## src/rtl/uart_burst_bridge_if.sv

```systemverilog
// Signal bundle between the UART side and the burst bus for uart_burst_bridge.
// The master modport is the bridge's view; slave is the environment's view.
interface uart_burst_bridge_if #(
   parameter int DATA_W = 32,
   parameter int ADDR_W = 28
);
   logic                cmd_valid;
   logic                cmd_ready;
   logic                cmd_wr;
   logic [ADDR_W-1:0]   cmd_addr;
   logic [3:0]          cmd_len;
   logic [DATA_W-1:0]   wd_data;
   logic                wd_valid;
   logic                wd_ready;
   logic [DATA_W-1:0]   rd_data;
   logic                rd_valid;
   logic [ADDR_W-1:0]   aw_addr;
   logic [3:0]          aw_len;
   logic                aw_valid;
   logic                aw_ready;
   logic [DATA_W-1:0]   w_data;
   logic [DATA_W/8-1:0] w_strb;
   logic                w_last;
   logic                w_valid;
   logic                w_ready;
   logic                b_valid;
   logic [1:0]          b_resp;
   logic                b_ready;
   logic [ADDR_W-1:0]   ar_addr;
   logic [3:0]          ar_len;
   logic                ar_valid;
   logic                ar_ready;
   logic [DATA_W-1:0]   r_data;
   logic [3:0]          r_id;
   logic                r_last;
   logic                r_valid;
   logic                r_ready;
   logic                err;

   modport master (
      input  cmd_valid, cmd_wr, cmd_addr, cmd_len,
      output cmd_ready,
      input  wd_data, wd_valid,
      output wd_ready,
      output rd_data, rd_valid,
      output aw_addr, aw_len, aw_valid,
      input  aw_ready,
      output w_data, w_strb, w_last, w_valid,
      input  w_ready,
      input  b_valid, b_resp,
      output b_ready,
      output ar_addr, ar_len, ar_valid,
      input  ar_ready,
      input  r_data, r_id, r_last, r_valid,
      output r_ready,
      output err
   );

   modport slave (
      output cmd_valid, cmd_wr, cmd_addr, cmd_len,
      input  cmd_ready,
      output wd_data, wd_valid,
      input  wd_ready,
      input  rd_data, rd_valid,
      input  aw_addr, aw_len, aw_valid,
      output aw_ready,
      input  w_data, w_strb, w_last, w_valid,
      output w_ready,
      output b_valid, b_resp,
      input  b_ready,
      input  ar_addr, ar_len, ar_valid,
      output ar_ready,
      output r_data, r_id, r_last, r_valid,
      input  r_ready,
      input  err
   );
endinterface

```

## src/rtl/uart_burst_bridge.sv

```systemverilog
// Bridges UART command/data streams onto a burst bus with a write-data FIFO.
// Read beats with a foreign ID are drained silently.
module uart_burst_bridge #(
   parameter int         DATA_W     = 32,
   parameter int         ADDR_W     = 28,
   parameter int         FIFO_DEPTH = 4,
   parameter logic [3:0] ID         = 4'hB
) (
   input  logic                clk,
   input  logic                rst_n,
   uart_burst_bridge_if.master bus
);
   localparam int PW = $clog2(FIFO_DEPTH);
   localparam int SW = DATA_W / 8;

   typedef logic [PW:0] ptr_t;
   localparam ptr_t P_ONE = ptr_t'(1);

   typedef enum logic [2:0] {
      S_IDLE, S_AW, S_W, S_B, S_AR, S_R
   } state_t;

   state_t              state_q, state_d;
   logic [ADDR_W-1:0]   addr_q, addr_d;
   logic [3:0]          len_q, len_d;
   logic [3:0]          cnt_q, cnt_d;
   logic                err_q, err_d;
   logic                run_q, run_d;
   logic [DATA_W-1:0]   rd_data_q, rd_data_d;
   logic                rd_valid_q, rd_valid_d;
   ptr_t                wptr_q, wptr_d;
   ptr_t                rptr_q, rptr_d;
   logic [DATA_W-1:0]   mem_q [FIFO_DEPTH];
   logic [DATA_W-1:0]   mem_d [FIFO_DEPTH];

   logic empty, full, push, pop;
   logic in_w, last_beat, rd_hit;

   assign empty = (wptr_q == rptr_q);
   assign full  = (wptr_q[PW] != rptr_q[PW]) &&
                  (wptr_q[PW-1:0] == rptr_q[PW-1:0]);

   // run_q keeps the ready outputs low while reset is held
   assign bus.cmd_ready = run_q && (state_q == S_IDLE);
   assign bus.wd_ready  = run_q && !full;

   assign in_w      = (state_q == S_W);
   assign last_beat = (cnt_q == len_q);

   assign bus.aw_valid = (state_q == S_AW);
   assign bus.aw_addr  = addr_q;
   assign bus.aw_len   = len_q;
   assign bus.ar_valid = (state_q == S_AR);
   assign bus.ar_addr  = addr_q;
   assign bus.ar_len   = len_q;

   assign bus.w_valid = in_w && !empty;
   assign bus.w_data  = mem_q[rptr_q[PW-1:0]];
   assign bus.w_strb  = {SW{in_w}};
   assign bus.w_last  = in_w && last_beat;

   assign bus.b_ready  = (state_q == S_B);
   assign bus.r_ready  = (state_q == S_R);
   assign bus.rd_data  = rd_data_q;
   assign bus.rd_valid = rd_valid_q;
   assign bus.err      = err_q;

   assign push   = bus.wd_valid && bus.wd_ready;
   assign pop    = bus.w_valid && bus.w_ready;
   assign rd_hit = bus.r_valid && (bus.r_id == ID);

   always_comb begin
      state_d    = state_q;
      addr_d     = addr_q;
      len_d      = len_q;
      cnt_d      = cnt_q;
      err_d      = err_q;
      run_d      = 1'b1;
      rd_data_d  = rd_data_q;
      rd_valid_d = 1'b0;
      wptr_d     = wptr_q;
      rptr_d     = rptr_q;
      mem_d      = mem_q;

      if (push) begin
         mem_d[wptr_q[PW-1:0]] = bus.wd_data;
         wptr_d = wptr_q + P_ONE;
      end
      if (pop) begin
         rptr_d = rptr_q + P_ONE;
      end

      unique case (state_q)
         S_IDLE: begin
            if (bus.cmd_valid && bus.cmd_ready) begin
               addr_d  = bus.cmd_addr;
               len_d   = bus.cmd_len;
               cnt_d   = 4'd0;
               state_d = bus.cmd_wr ? S_AW : S_AR;
            end
         end
         S_AW: begin
            if (bus.aw_ready) state_d = S_W;
         end
         S_W: begin
            if (pop) begin
               cnt_d = cnt_q + 4'd1;
               if (last_beat) state_d = S_B;
            end
         end
         S_B: begin
            if (bus.b_valid) begin
               if (bus.b_resp != 2'b00) err_d = 1'b1;
               state_d = S_IDLE;
            end
         end
         S_AR: begin
            if (bus.ar_ready) state_d = S_R;
         end
         S_R: begin
            if (rd_hit) begin
               rd_data_d  = bus.r_data;
               rd_valid_d = 1'b1;
               cnt_d      = cnt_q + 4'd1;
               if (bus.r_last) begin
                  state_d = S_IDLE;
                  if (!last_beat) err_d = 1'b1;
               end else if (last_beat) begin
                  err_d = 1'b1;
               end
            end
         end
         default: state_d = S_IDLE;
      endcase
   end

   always_ff @(posedge clk or negedge rst_n) begin
      if (!rst_n) begin
         state_q    <= S_IDLE;
         addr_q     <= '0;
         len_q      <= '0;
         cnt_q      <= '0;
         err_q      <= 1'b0;
         run_q      <= 1'b0;
         rd_data_q  <= '0;
         rd_valid_q <= 1'b0;
         wptr_q     <= '0;
         rptr_q     <= '0;
         mem_q      <= '{default: '0};
      end else begin
         state_q    <= state_d;
         addr_q     <= addr_d;
         len_q      <= len_d;
         cnt_q      <= cnt_d;
         err_q      <= err_d;
         run_q      <= run_d;
         rd_data_q  <= rd_data_d;
         rd_valid_q <= rd_valid_d;
         wptr_q     <= wptr_d;
         rptr_q     <= rptr_d;
         mem_q      <= mem_d;
      end
   end
endmodule

```

## src/flat_wrapper.sv

```systemverilog
// flat-port wrapper written by rule: the top's interface ports become plain ports
module uart_burst_bridge_flat 
#(
   parameter int         DATA_W     = 32,
   parameter int         ADDR_W     = 28,
   parameter int         FIFO_DEPTH = 4,
   parameter logic [3:0] ID         = 4'hB
)
  (clk, rst_n, bus_cmd_valid, bus_cmd_wr, bus_cmd_addr, bus_cmd_len, bus_cmd_ready, bus_wd_data, bus_wd_valid, bus_wd_ready, bus_rd_data, bus_rd_valid, bus_aw_addr, bus_aw_len, bus_aw_valid, bus_aw_ready, bus_w_data, bus_w_strb, bus_w_last, bus_w_valid, bus_w_ready, bus_b_valid, bus_b_resp, bus_b_ready, bus_ar_addr, bus_ar_len, bus_ar_valid, bus_ar_ready, bus_r_data, bus_r_id, bus_r_last, bus_r_valid, bus_r_ready, bus_err);
  uart_burst_bridge_if #(.DATA_W(DATA_W), .ADDR_W(ADDR_W)) bus_i ();
  input  logic clk;
  input  logic rst_n;
  input wire logic [$bits(bus_i.cmd_valid)-1:0] bus_cmd_valid;
  input wire logic [$bits(bus_i.cmd_wr)-1:0] bus_cmd_wr;
  input wire logic [$bits(bus_i.cmd_addr)-1:0] bus_cmd_addr;
  input wire logic [$bits(bus_i.cmd_len)-1:0] bus_cmd_len;
  output wire logic [$bits(bus_i.cmd_ready)-1:0] bus_cmd_ready;
  input wire logic [$bits(bus_i.wd_data)-1:0] bus_wd_data;
  input wire logic [$bits(bus_i.wd_valid)-1:0] bus_wd_valid;
  output wire logic [$bits(bus_i.wd_ready)-1:0] bus_wd_ready;
  output wire logic [$bits(bus_i.rd_data)-1:0] bus_rd_data;
  output wire logic [$bits(bus_i.rd_valid)-1:0] bus_rd_valid;
  output wire logic [$bits(bus_i.aw_addr)-1:0] bus_aw_addr;
  output wire logic [$bits(bus_i.aw_len)-1:0] bus_aw_len;
  output wire logic [$bits(bus_i.aw_valid)-1:0] bus_aw_valid;
  input wire logic [$bits(bus_i.aw_ready)-1:0] bus_aw_ready;
  output wire logic [$bits(bus_i.w_data)-1:0] bus_w_data;
  output wire logic [$bits(bus_i.w_strb)-1:0] bus_w_strb;
  output wire logic [$bits(bus_i.w_last)-1:0] bus_w_last;
  output wire logic [$bits(bus_i.w_valid)-1:0] bus_w_valid;
  input wire logic [$bits(bus_i.w_ready)-1:0] bus_w_ready;
  input wire logic [$bits(bus_i.b_valid)-1:0] bus_b_valid;
  input wire logic [$bits(bus_i.b_resp)-1:0] bus_b_resp;
  output wire logic [$bits(bus_i.b_ready)-1:0] bus_b_ready;
  output wire logic [$bits(bus_i.ar_addr)-1:0] bus_ar_addr;
  output wire logic [$bits(bus_i.ar_len)-1:0] bus_ar_len;
  output wire logic [$bits(bus_i.ar_valid)-1:0] bus_ar_valid;
  input wire logic [$bits(bus_i.ar_ready)-1:0] bus_ar_ready;
  input wire logic [$bits(bus_i.r_data)-1:0] bus_r_data;
  input wire logic [$bits(bus_i.r_id)-1:0] bus_r_id;
  input wire logic [$bits(bus_i.r_last)-1:0] bus_r_last;
  input wire logic [$bits(bus_i.r_valid)-1:0] bus_r_valid;
  output wire logic [$bits(bus_i.r_ready)-1:0] bus_r_ready;
  output wire logic [$bits(bus_i.err)-1:0] bus_err;
  assign bus_i.cmd_valid = bus_cmd_valid;
  assign bus_i.cmd_wr = bus_cmd_wr;
  assign bus_i.cmd_addr = bus_cmd_addr;
  assign bus_i.cmd_len = bus_cmd_len;
  assign bus_cmd_ready = bus_i.cmd_ready;
  assign bus_i.wd_data = bus_wd_data;
  assign bus_i.wd_valid = bus_wd_valid;
  assign bus_wd_ready = bus_i.wd_ready;
  assign bus_rd_data = bus_i.rd_data;
  assign bus_rd_valid = bus_i.rd_valid;
  assign bus_aw_addr = bus_i.aw_addr;
  assign bus_aw_len = bus_i.aw_len;
  assign bus_aw_valid = bus_i.aw_valid;
  assign bus_i.aw_ready = bus_aw_ready;
  assign bus_w_data = bus_i.w_data;
  assign bus_w_strb = bus_i.w_strb;
  assign bus_w_last = bus_i.w_last;
  assign bus_w_valid = bus_i.w_valid;
  assign bus_i.w_ready = bus_w_ready;
  assign bus_i.b_valid = bus_b_valid;
  assign bus_i.b_resp = bus_b_resp;
  assign bus_b_ready = bus_i.b_ready;
  assign bus_ar_addr = bus_i.ar_addr;
  assign bus_ar_len = bus_i.ar_len;
  assign bus_ar_valid = bus_i.ar_valid;
  assign bus_i.ar_ready = bus_ar_ready;
  assign bus_i.r_data = bus_r_data;
  assign bus_i.r_id = bus_r_id;
  assign bus_i.r_last = bus_r_last;
  assign bus_i.r_valid = bus_r_valid;
  assign bus_r_ready = bus_i.r_ready;
  assign bus_err = bus_i.err;
  uart_burst_bridge #(.DATA_W(DATA_W), .ADDR_W(ADDR_W), .FIFO_DEPTH(FIFO_DEPTH), .ID(ID)) u_core (.clk(clk), .rst_n(rst_n), .bus(bus_i));
endmodule
```

## config.mk

```make
export PLATFORM = sky130hd
export DESIGN_NAME = uart_burst_bridge_flat
export DESIGN_NICKNAME = d
export VERILOG_FILES = /design/src/rtl/uart_burst_bridge_if.sv /design/src/rtl/uart_burst_bridge.sv /design/src/flat_wrapper.sv
export SDC_FILE = /design/constraint.sdc
export NUM_CORES = 1
export LEC_CHECK = 0
export BUFFER_PORTS_ARGS = -buffer_cell sky130_fd_sc_hd__buf_2
export CAP_MARGIN = 30
export CORE_MARGIN = 8
export CORE_UTILIZATION = 40
export CTS_BUF_LIST = sky130_fd_sc_hd__clkbuf_8 sky130_fd_sc_hd__clkbuf_16
export DETAILED_ROUTE_END_ITERATION = 10
export SETUP_SLACK_MARGIN = 0.3
export SLEW_MARGIN = 20
export SYNTH_ARGS = -nofsm -noshare
export SYNTH_HDL_FRONTEND = slang
export SYNTH_SLANG_ARGS = --single-unit
```

## constraint.sdc

```tcl
create_clock -name clk -period 2.26 [get_ports clk]
set_input_delay 0.226 -clock clk [delete_from_list [all_inputs] [get_ports clk]]
set_output_delay 0.226 -clock clk [all_outputs]
set_load 0.05 [all_outputs]
```

# Yosys cells after proc, flatten, opt, wreduce, memory -nomap -nowiden
# Index checks and enable logic that the tools add are counted.
[word_totals] n_memories=0 out_inout_bits=142 ram_bits=0 regBits=208 rom_bits=0 latchBits=0
[classes] multipliers=0 mux=29 n_addsub=3 n_lt_le_gt_ge=3 n_bitwise=2 n_eq_ne=21 reduce_logical=21 shifts=0 div=0
[ops] op="$bwmux W128" count=1
[ops] op="$mux W32" count=3
[ops] op="$bmux W32 S2" count=1
[ops] op="$demux W32 S2" count=1
[ops] op="$mux W3" count=9
[ops] op="$pmux W3 S6" count=1
[ops] op="$mux W4" count=3
[ops] op="$pmux W4 S3" count=1
[ops] op="$logic_and A1 B1 Y1" count=10
[ops] op="$ne A2 B1 Y1 const B" count=5
[ops] op="$mux W1" count=8
[ops] op="$ne A2 B2 Y1 const B" count=4
[ops] op="$reduce_and A8 Y1" count=1
[ops] op="$add A3 B1 Y3 const B" count=2
[ops] op="$eq A3 B2 Y1 const B" count=2
[ops] op="$eq A3 B3 Y1 const B" count=2
[ops] op="$ge A3 B3 Y1 const B" count=2
[ops] op="$not A2 Y3" count=2
[ops] op="$reduce_and A6 Y1" count=1
[ops] op="$add A4 B1 Y4 const B" count=1
[ops] op="$eq A4 B4 Y1" count=1
[ops] op="$eq A4 B4 Y1 const B" count=1
[ops] op="$reduce_and A2 Y1" count=2
[ops] op="$reduce_and A4 Y1" count=1
[ops] op="other kinds (12)" count=14

# Longest topological paths before layout
# Gate-level depths: netlist of the first run.
[logic_depth] depth_word=6 mapped_depth=8 mapped_depth_nobuf=6

# Least setup slack after synthesis of the first run
# OpenSTA, ideal clock, no wires.
[synth_timing] kind="register to output" from="register u_core.state_q[1]" to="output bus_cmd_ready" n_path_buf=1 required_time_ns=2.034 stages_incl_launch_ff=3 slack_ns=-0.232 arrival_time_ns=2.266 path_cell_list="dfrtp_1 buf_2 nor4b_1"
[synth_via] elab_chain_cells=2
[synth_rtl] element="start, declared" line_no="uart_burst_bridge.sv:23" rtl="state_t state_q, state_d;"
[synth_rtl] element="start signal, assigned" line_no="uart_burst_bridge.sv:151" rtl="state_q <= state_d;"
[synth_rtl] element="$logic_not A3 Y1" line_no="uart_burst_bridge.sv:44" rtl="assign bus.cmd_ready = run_q && (state_q == S_IDLE);"
[synth_rtl] element="$logic_and A1 B1 Y1" line_no="uart_burst_bridge.sv:44"
[synth_rtl] element="end, declared" line_no="flat_wrapper.sv:17" rtl="output wire logic [$bits(bus_i.cmd_ready)-1:0] bus_cmd_ready;"
# Every way passes these cells.

# Final worst setup path of the first run
[layout_timing] from="register u_core.rptr_q[0]" to="output bus_w_data[9]"
[layout_via] elab_chain_cells=4
[layout_rtl] element="start, declared" line_no="uart_burst_bridge.sv:32" rtl="ptr_t rptr_q, rptr_d;"
[layout_rtl] element="start signal, assigned" line_no="uart_burst_bridge.sv:160" rtl="rptr_q <= rptr_d;"
[layout_rtl] element="$not A2 Y3 (implied by the code)" line_no="uart_burst_bridge.sv:58" rtl="assign bus.w_data = mem_q[rptr_q[PW-1:0]];"
[layout_rtl] element="$bmux W32 S2" line_no="uart_burst_bridge.sv:58"
[layout_rtl] element="$mux W32 (implied by the code) (2 in series)" line_no="uart_burst_bridge.sv:58"
[layout_rtl] element="end, declared" line_no="flat_wrapper.sv:27" rtl="output wire logic [$bits(bus_i.w_data)-1:0] bus_w_data;"
# Every way passes these cells. The select of a mux whose other input is x is not followed.

==> metrics.cfg, run 1 <==
[worst_setup_path]
cp.arrival_ps=1990
r2r-start=u_core.rptr_q[0]
endpoint_kind=primary output
r2r_end=u_core.mem_q[16]
reg2reg_setup_slack_ps=280
worstPathMaxFanout=8
r2r_cells=7
path_class=reg2out
crit_path_start_kind=register
worstPathRequired_ps=2030

[global_route]
grt_overflow=0
grt_pass1_vias=6997
track_usage_pct=17.90
antenna_found_initial=0
grt_max_degree=68
grt_pass1_wl_um=40480

[pwr]
p_switching_w=0.01071
internal_power_w=0.01339
power.density_nw_per_um2=1769
pwr-share-comb_pct=57.1
switching_share_pct=44.45
vdd_drop_max_mv=1.036
clock_power_share_pct=15.7
total_power_w=0.02411
p_leak_nw=6.499
p_seq_share_pct=27.2

[routing]
first_pass_iters=4
drt_iter0_drc=219
finalWirelength_um=26270
drc=0
routed_via_density=4.979
wl_per_cell_um=20.92
drtAntennaViolNets=0
via_count=6253

[timing]
relSlewSlack_pct=62.59
layout_min_cycle_time_ps=2221
hold_viol=0
slew_viol_final=0
finalCritPeriodShare_pct=98.27
worst_pin_slew_ps=561.2
setup_violations=0
clock_skew_ps=9.699
rsz0062_at_grt=yes
whs_ps=51.42
fmax_mhz=450.3

[yosys]
synthSimpleGateAreaFrac_pct=2.557
synthAdderAreaFrac_pct=0.8160
async_flop_share_pct=100.0
synthXorXnorAreaFrac_pct=1.306
synth_edf_count=0
postSynthAreaPerCell_um2=15.59
synth-seq-cells=208
ys.flop_type=dfrtp_1
synth_seq_area_share_pct=56.58
synth_fp_nets=709
synth_area_um2=9200
syn_inst=590
synth_warnings=0
synth.area.mux_share_pct=31.57
synth_compound_area_share_pct=1.795
synth_top_family_by_area=multiplexers
synth_cell_types=45

[place]
io_buffers=254
place_congestion=0.8311
dp_hpwl_um=16750
placed_cell_area_um2=10680

[cts]
clk_pin_slew_ps=60
cts_tree=built
clk_latency_ps=500
cts_buffers=23
clock-sinks=208
cts_max_level=1
clockRootBuffer=clkbuf_16
ctsLongestPathBuffers=3

[final_layout]
diodes=0
layout.cells.most_common=buf_2
fillers=1747
most-common-layout-cells=buf_2 (211), dfrtp_1 (203), dlygate4sd3_1 (98)
drive_above_1_share_pct=51.29
nets=1076
postLayoutCellArea_um2=13630
area_delta_synth_final_pct=48.12

[hold_path]
hp-class=in2reg
hold_depth=3
hold_start=bus_w_ready
min_to=u_core.rptr_q[2]

[floorplan]
start_util_pct=40.64
ioPinCount=255
die_width_um=167.7
chipHeight_um=167.7
die_area_um2=28110
num_rows=55
core_um2=22640

[status]
status=finished, final reports clean

[job]
cap_violations=0

[power groups by stage]
stage / Clock [W] / Combinational [W] / Sequential [W]
floorplan: 0 / 0.00728 / 0.00805
global route: 0.00407 / 0.0144 / 0.00679
global placement: 0 / 0.0110 / 0.00642
finish: 0.00379 / 0.0138 / 0.00656
CTS: 0.00392 / 0.0131 / 0.00654
detailed placement: 0 / 0.0112 / 0.00661
[through the flow]
step	TNS (ps)	cells	setup slack, ps	util [%]
final	0	1256	39.06	60.19
after global routing	-205.2	1256	-38.47	60.19
after CTS	-164.8	1236	-29.75	57.39
after detailed placement	0	1086	246.8	47.16
after global placement	0	1086	308.2	47.16
after floorplan	0	590	313.3	-
[cell families after synthesis]
group / Yosys count
mux: 226
flops: 208
buf+inv: 73
simple gates: 41
compound gates: 23
xor+xnor: 12
fa+ha+maj: 6
other cells: 1
[worst max-delay path, stage by stage (launching register included)]
cell and delay, ps:
dfrtp_2 430, buf_12 120, buf_16 110, buf_12 150, mux4_2 510, buf_6 170
[per-layer routing]
layer  up-vias  global-route usage [%]  share of wire, %
met5         -                       0                 0
met4         0                   4.658               2.4
met3        36                   4.538               6.0
met2       210                   32.14                51
met1      3182                   20.98                40
li1       2825                       -                 -
[sequential cells by signal, indices dropped and copies added, names as in the netlist]
name,flops
u_core.bus.rd_valid,1
u_core.bus.err,1
u_core.bus.ar_len,4
u_core.bus.rd_data,32
u_core.mem_q,128
u_core.run_q,1
u_core.cnt_q,4
u_core.wptr_q,3
u_core.rptr_q,3
u_core.bus.ar_addr,28
u_core.state_q,3
[cell type report]
cell class	count	area (um2)	area share, %
clock inverters	11	130.1	0.9549
repair buffers	408	3481	25.54
well taps	285	356.6	2.617
clock buffers	28	644.4	4.729
inverters	7	28.78	0.2112
flip-flops and latches	208	5211	38.24
multi-input cells	309	3775	27.70
[synth_stat cells, types with 2 or more instances]
cell | number | area share [%]
nand2_1 | 12 | 0.49
mux2_2 | 66 | 8.1
nor2_1 | 7 | 0.29
nand2_2 | 4 | 0.27
o21ai_0 | 2 | 0.11
o21bai_1 | 2 | 0.16
and2_1 | 2 | 0.14
a21o_1 | 3 | 0.24
dfrtp_1 | 208 | 57
buf_4 | 48 | 3.9
clkbuf_1 | 3 | 0.12
xnor2_1 | 10 | 0.95
buf_2 | 12 | 0.65
nor3_1 | 3 | 0.16
buf_6 | 3 | 0.37
nor4b_1 | 2 | 0.19
ha_1 | 6 | 0.82
xnor2_2 | 2 | 0.35
inv_1 | 7 | 0.29
mux2_1 | 127 | 16
a31oi_1 | 2 | 0.14
nand2b_1 | 2 | 0.14
a21oi_1 | 3 | 0.16
nand3_1 | 2 | 0.11
mux4_2 | 32 | 7.8
[worst max path at each step]
stage                                 start          endpoint  slack [ps]  cells past startpoint
after detailed placement  u_core.state_q[0]   u_core.cnt_q[3]         250                      7
final                      u_core.rptr_q[0]     bus_w_data[9]          40                      5
after global placement    u_core.state_q[0]   u_core.cnt_q[3]         310                      7
after floorplan            u_core.rptr_q[0]  u_core.mem_q[22]         310                      8
after global routing       u_core.rptr_q[0]     bus_w_data[1]         -40                      5
after CTS                  u_core.rptr_q[0]     bus_w_data[9]         -30                      5
[repair_timing]
item,CTS,global route
pin swaps,1,7
setup buffers,10,11
endpoints found under the hold margin,256,0
hold buffers,98,0
gates cloned,3,9
resized for setup,112,78
endpoints found under the setup margin,72,195
(Power assumes the default switching activity.)
==> inputs of run 2 (changes only) <==
CORE_UTILIZATION = 38   (was 40)
==> run 2 against run 1 <==
Design area increased by 0.39%. Clock skew down 3.1 ps. Die area increased by 4.7%. Sequential share of layout area decreased by 0.15 points. Non-clock buffer count shrank 2. Utilization decreased by 3.3 points. Via count down 0.78%. Setup slack better by 15 ps. Sequential power about the same. Register-to-register slack got worse by 230 ps. Critical path depth fell by 1. Cell count is 3.2% higher.
==> metrics.cfg, run 2 (synthesized netlist as in run 1, its figures left out) <==
[pwr]
vdd_drop_max_mv=1.211  ; was 1.036 mV
pwr-share-comb_pct=57.5  ; was 57.1%
clock_power_share_pct=15.3  ; was 15.7%
p_switching_w=0.01067  ; was 0.01071 W
power.density_nw_per_um2=1754  ; was 1769 nW/um2
internal_power_w=0.01332  ; was 0.01339 W
p_leak_nw=6.601  ; was 6.499 nW
p_seq_share_pct=27.3  ; was 27.2%
switching_share_pct=44.49  ; was 44.45%

[worst_setup_path]
r2r_end=u_core.mem_q[31]  ; was u_core.mem_q[16]
worstPathMaxFanout=4  ; was 8
crit_chain=buf_6 -> clkbuf_16 -> mux4_2 -> buf_6  ; was buf_12 -> buf_16 -> buf_12 -> mux4_2 -> buf_6
crit_top_cell=buf_6  ; was buf_12
cp.arrival_ps=1980  ; was 1990 ps
reg2reg_setup_slack_ps=50  ; was 280 ps
r2r-start=u_core.rptr_q[0]  ; unchanged
crit_path_start_kind=register  ; unchanged
critPathTopFamily=multiplexers  ; was buffers and inverters
path_class=reg2out  ; unchanged
slowest_delay_ps=530  ; was 510 ps
cp_slowest_cell=mux4_2  ; unchanged
worstPathRequired_ps=2030  ; about the same
endpoint_kind=primary output  ; unchanged
crit_buf_inv=3  ; was 4
r2r_cells=9  ; was 7

[final_layout]
fin_cells=1296  ; was 1,256
largest_reg_flops=128  ; unchanged
most-common-layout-cells=buf_2 (211), dfrtp_1 (203), dlygate4sd3_1 (98)  ; unchanged
seq_area_um2=5211  ; unchanged
top_register=u_core.mem_q  ; unchanged
utilization_pct=56.92  ; was 60.19%
drive_above_1_share_pct=53.60  ; was 51.29%
area_delta_synth_final_pct=48.70  ; was 48.12%
fillers=1923  ; was 1,747
nets=1074  ; was 1,076
postLayoutCellArea_um2=13680  ; was 13,630 um2
multi_input_area_um2=3835  ; was 3775 um2
layout.cells.most_common=buf_2  ; unchanged
diodes=0  ; unchanged

[cts]
clock-sinks=208  ; unchanged
clk_pin_slew_ps=60  ; about the same
ctsLongestPathBuffers=3  ; unchanged
clk_latency_ps=510  ; was 500 ps
clockRootBuffer=clkbuf_16  ; unchanged
cts_buffers=23  ; unchanged
cts_tree=built  ; unchanged
cts_max_level=1  ; unchanged

[global_route]
grt_overflow=0  ; unchanged
grt_pass1_wl_um=38470  ; was 40,480 um
grt_pass1_vias=6677  ; was 6,997
grt_max_degree=62  ; was 68
antenna_found_initial=0  ; unchanged
track_usage_pct=16.55  ; was 17.90%

[hold_path]
hold_start=bus_w_ready  ; unchanged
hold_depth=3  ; unchanged
hp-class=in2reg  ; unchanged
min_to=u_core.rptr_q[2]  ; unchanged

[timing]
rsz0062_at_grt=yes  ; unchanged
clock_skew_ps=6.643  ; was 9.699 ps
finalCritPeriodShare_pct=97.59  ; was 98.27%
hold_viol=0  ; unchanged
fmax_mhz=453.4  ; was 450.3 MHz
slew_viol_final=0  ; unchanged
layout_min_cycle_time_ps=2206  ; was 2221 ps
setup_violations=0  ; unchanged

[routing]
drtAntennaViolNets=0  ; unchanged
first_pass_iters=4  ; unchanged
drt_iter0_drc=341  ; was 219
wl_per_cell_um=20.05  ; was 20.92 um
drc=0  ; unchanged
via_count=6204  ; was 6,253
routed_via_density=4.787  ; was 4.979
finalWirelength_um=25990  ; was 26,270 um

[place]
placed_cell_area_um2=10710  ; was 10,680 um2
dp_hpwl_um=15220  ; was 16,750 um
dp.cells=1120  ; was 1,086
io_buffers=254  ; unchanged
place_congestion=0.7257  ; was 0.8311

[job]
cap_violations=0  ; unchanged

[floorplan]
die_width_um=171.6  ; was 167.7 um
die_area_um2=29440  ; was 28,110 um2
core_um2=24030  ; was 22,640 um2
ioPinCount=255  ; unchanged
start_util_pct=38.28  ; was 40.64%
chipHeight_um=171.6  ; was 167.7 um
num_rows=57  ; was 55

[status]
status=finished, final reports clean  ; unchanged

## run 2: worst register-to-register path: cells and delay by family, from the launching register on
family,cells,cell delay (ps)
buffers and inverters,4,550
flip-flops,1,470
AO/OA/AOI/OAI,1,340
multiplexers,1,330
AND/OR/NAND/NOR,2,220
XOR/XNOR,1,190
## run 2: per-layer routing
layer	routed length [um]	vias up	track usage [%]	part of all wire [%]
met3	2004	28	3.098	7.7
met1	10780	3154	21.55	41
met4	334	0	2.987	1.3
met5	0	-	0	0
li1	-	2841	-	-
met2	12860	181	28.60	49
## run 2: power groups by stage
stage | logic (W) | clock network, W | registers, W
after floorplan | 0.00728 | 0 | 0.00805
after global placement | 0.0110 | 0 | 0.00652
after detailed placement | 0.0111 | 0 | 0.00655
after CTS | 0.0127 | 0.00378 | 0.00652
after global routing | 0.0144 | 0.00395 | 0.00679
final | 0.0138 | 0.00367 | 0.00654
## run 2: how the worst max path moves through the flow
stage	depth (start not counted)	end	slack, ps	startpoint
global placement	6	u_core.mem_q[0]	250	u_core.rptr_q[0]
global route	4	bus_w_data[9]	-5	u_core.rptr_q[0]
finish	4	bus_w_data[9]	50	u_core.rptr_q[0]
floorplan	8	u_core.mem_q[22]	310	u_core.rptr_q[0]
CTS	4	bus_w_data[13]	30	u_core.rptr_q[0]
detailed placement	6	u_core.mem_q[88]	220	u_core.rptr_q[0]
## run 2: final cells by class
| type | count | share of cell area (%) |
|---|---|---|
| clock inverters | 13 | 0.6676 |
| flip-flops and latches | 208 | 38.09 |
| inverters | 7 | 0.1921 |
| repair buffers | 406 | 25.24 |
| multi-input cells | 309 | 28.03 |
| well taps | 324 | 2.963 |
| clock buffers | 29 | 4.811 |
## run 2: repair_timing
| action | 4_1_cts | 5_1_grt |
|---|---|---|
| endpoints found under the hold margin | 247 | 0 |
| hold buffers | 98 | 0 |
| setup endpoints to repair | 170 | 160 |
| gates resized for setup | 100 | 98 |
| pin swaps | 5 | 7 |
| buffers inserted | 12 | 10 |
| gates cloned | 6 | 8 |
## run 2: through the flow
stage          worst slack (ps)  hold WS [ps]  total power, W  TNS [ps]
4_1_cts                   26.13         7.998         0.02301         0
5_1_grt                  -4.788         42.59         0.02516    -12.14
3_5_place_dp              215.9         234.8         0.01763         0
6_report                  54.39         31.01         0.02399         0
3_3_place_gp              246.9         237.3         0.01750         0
2_1_floorplan             313.3        -69.59         0.01533         0
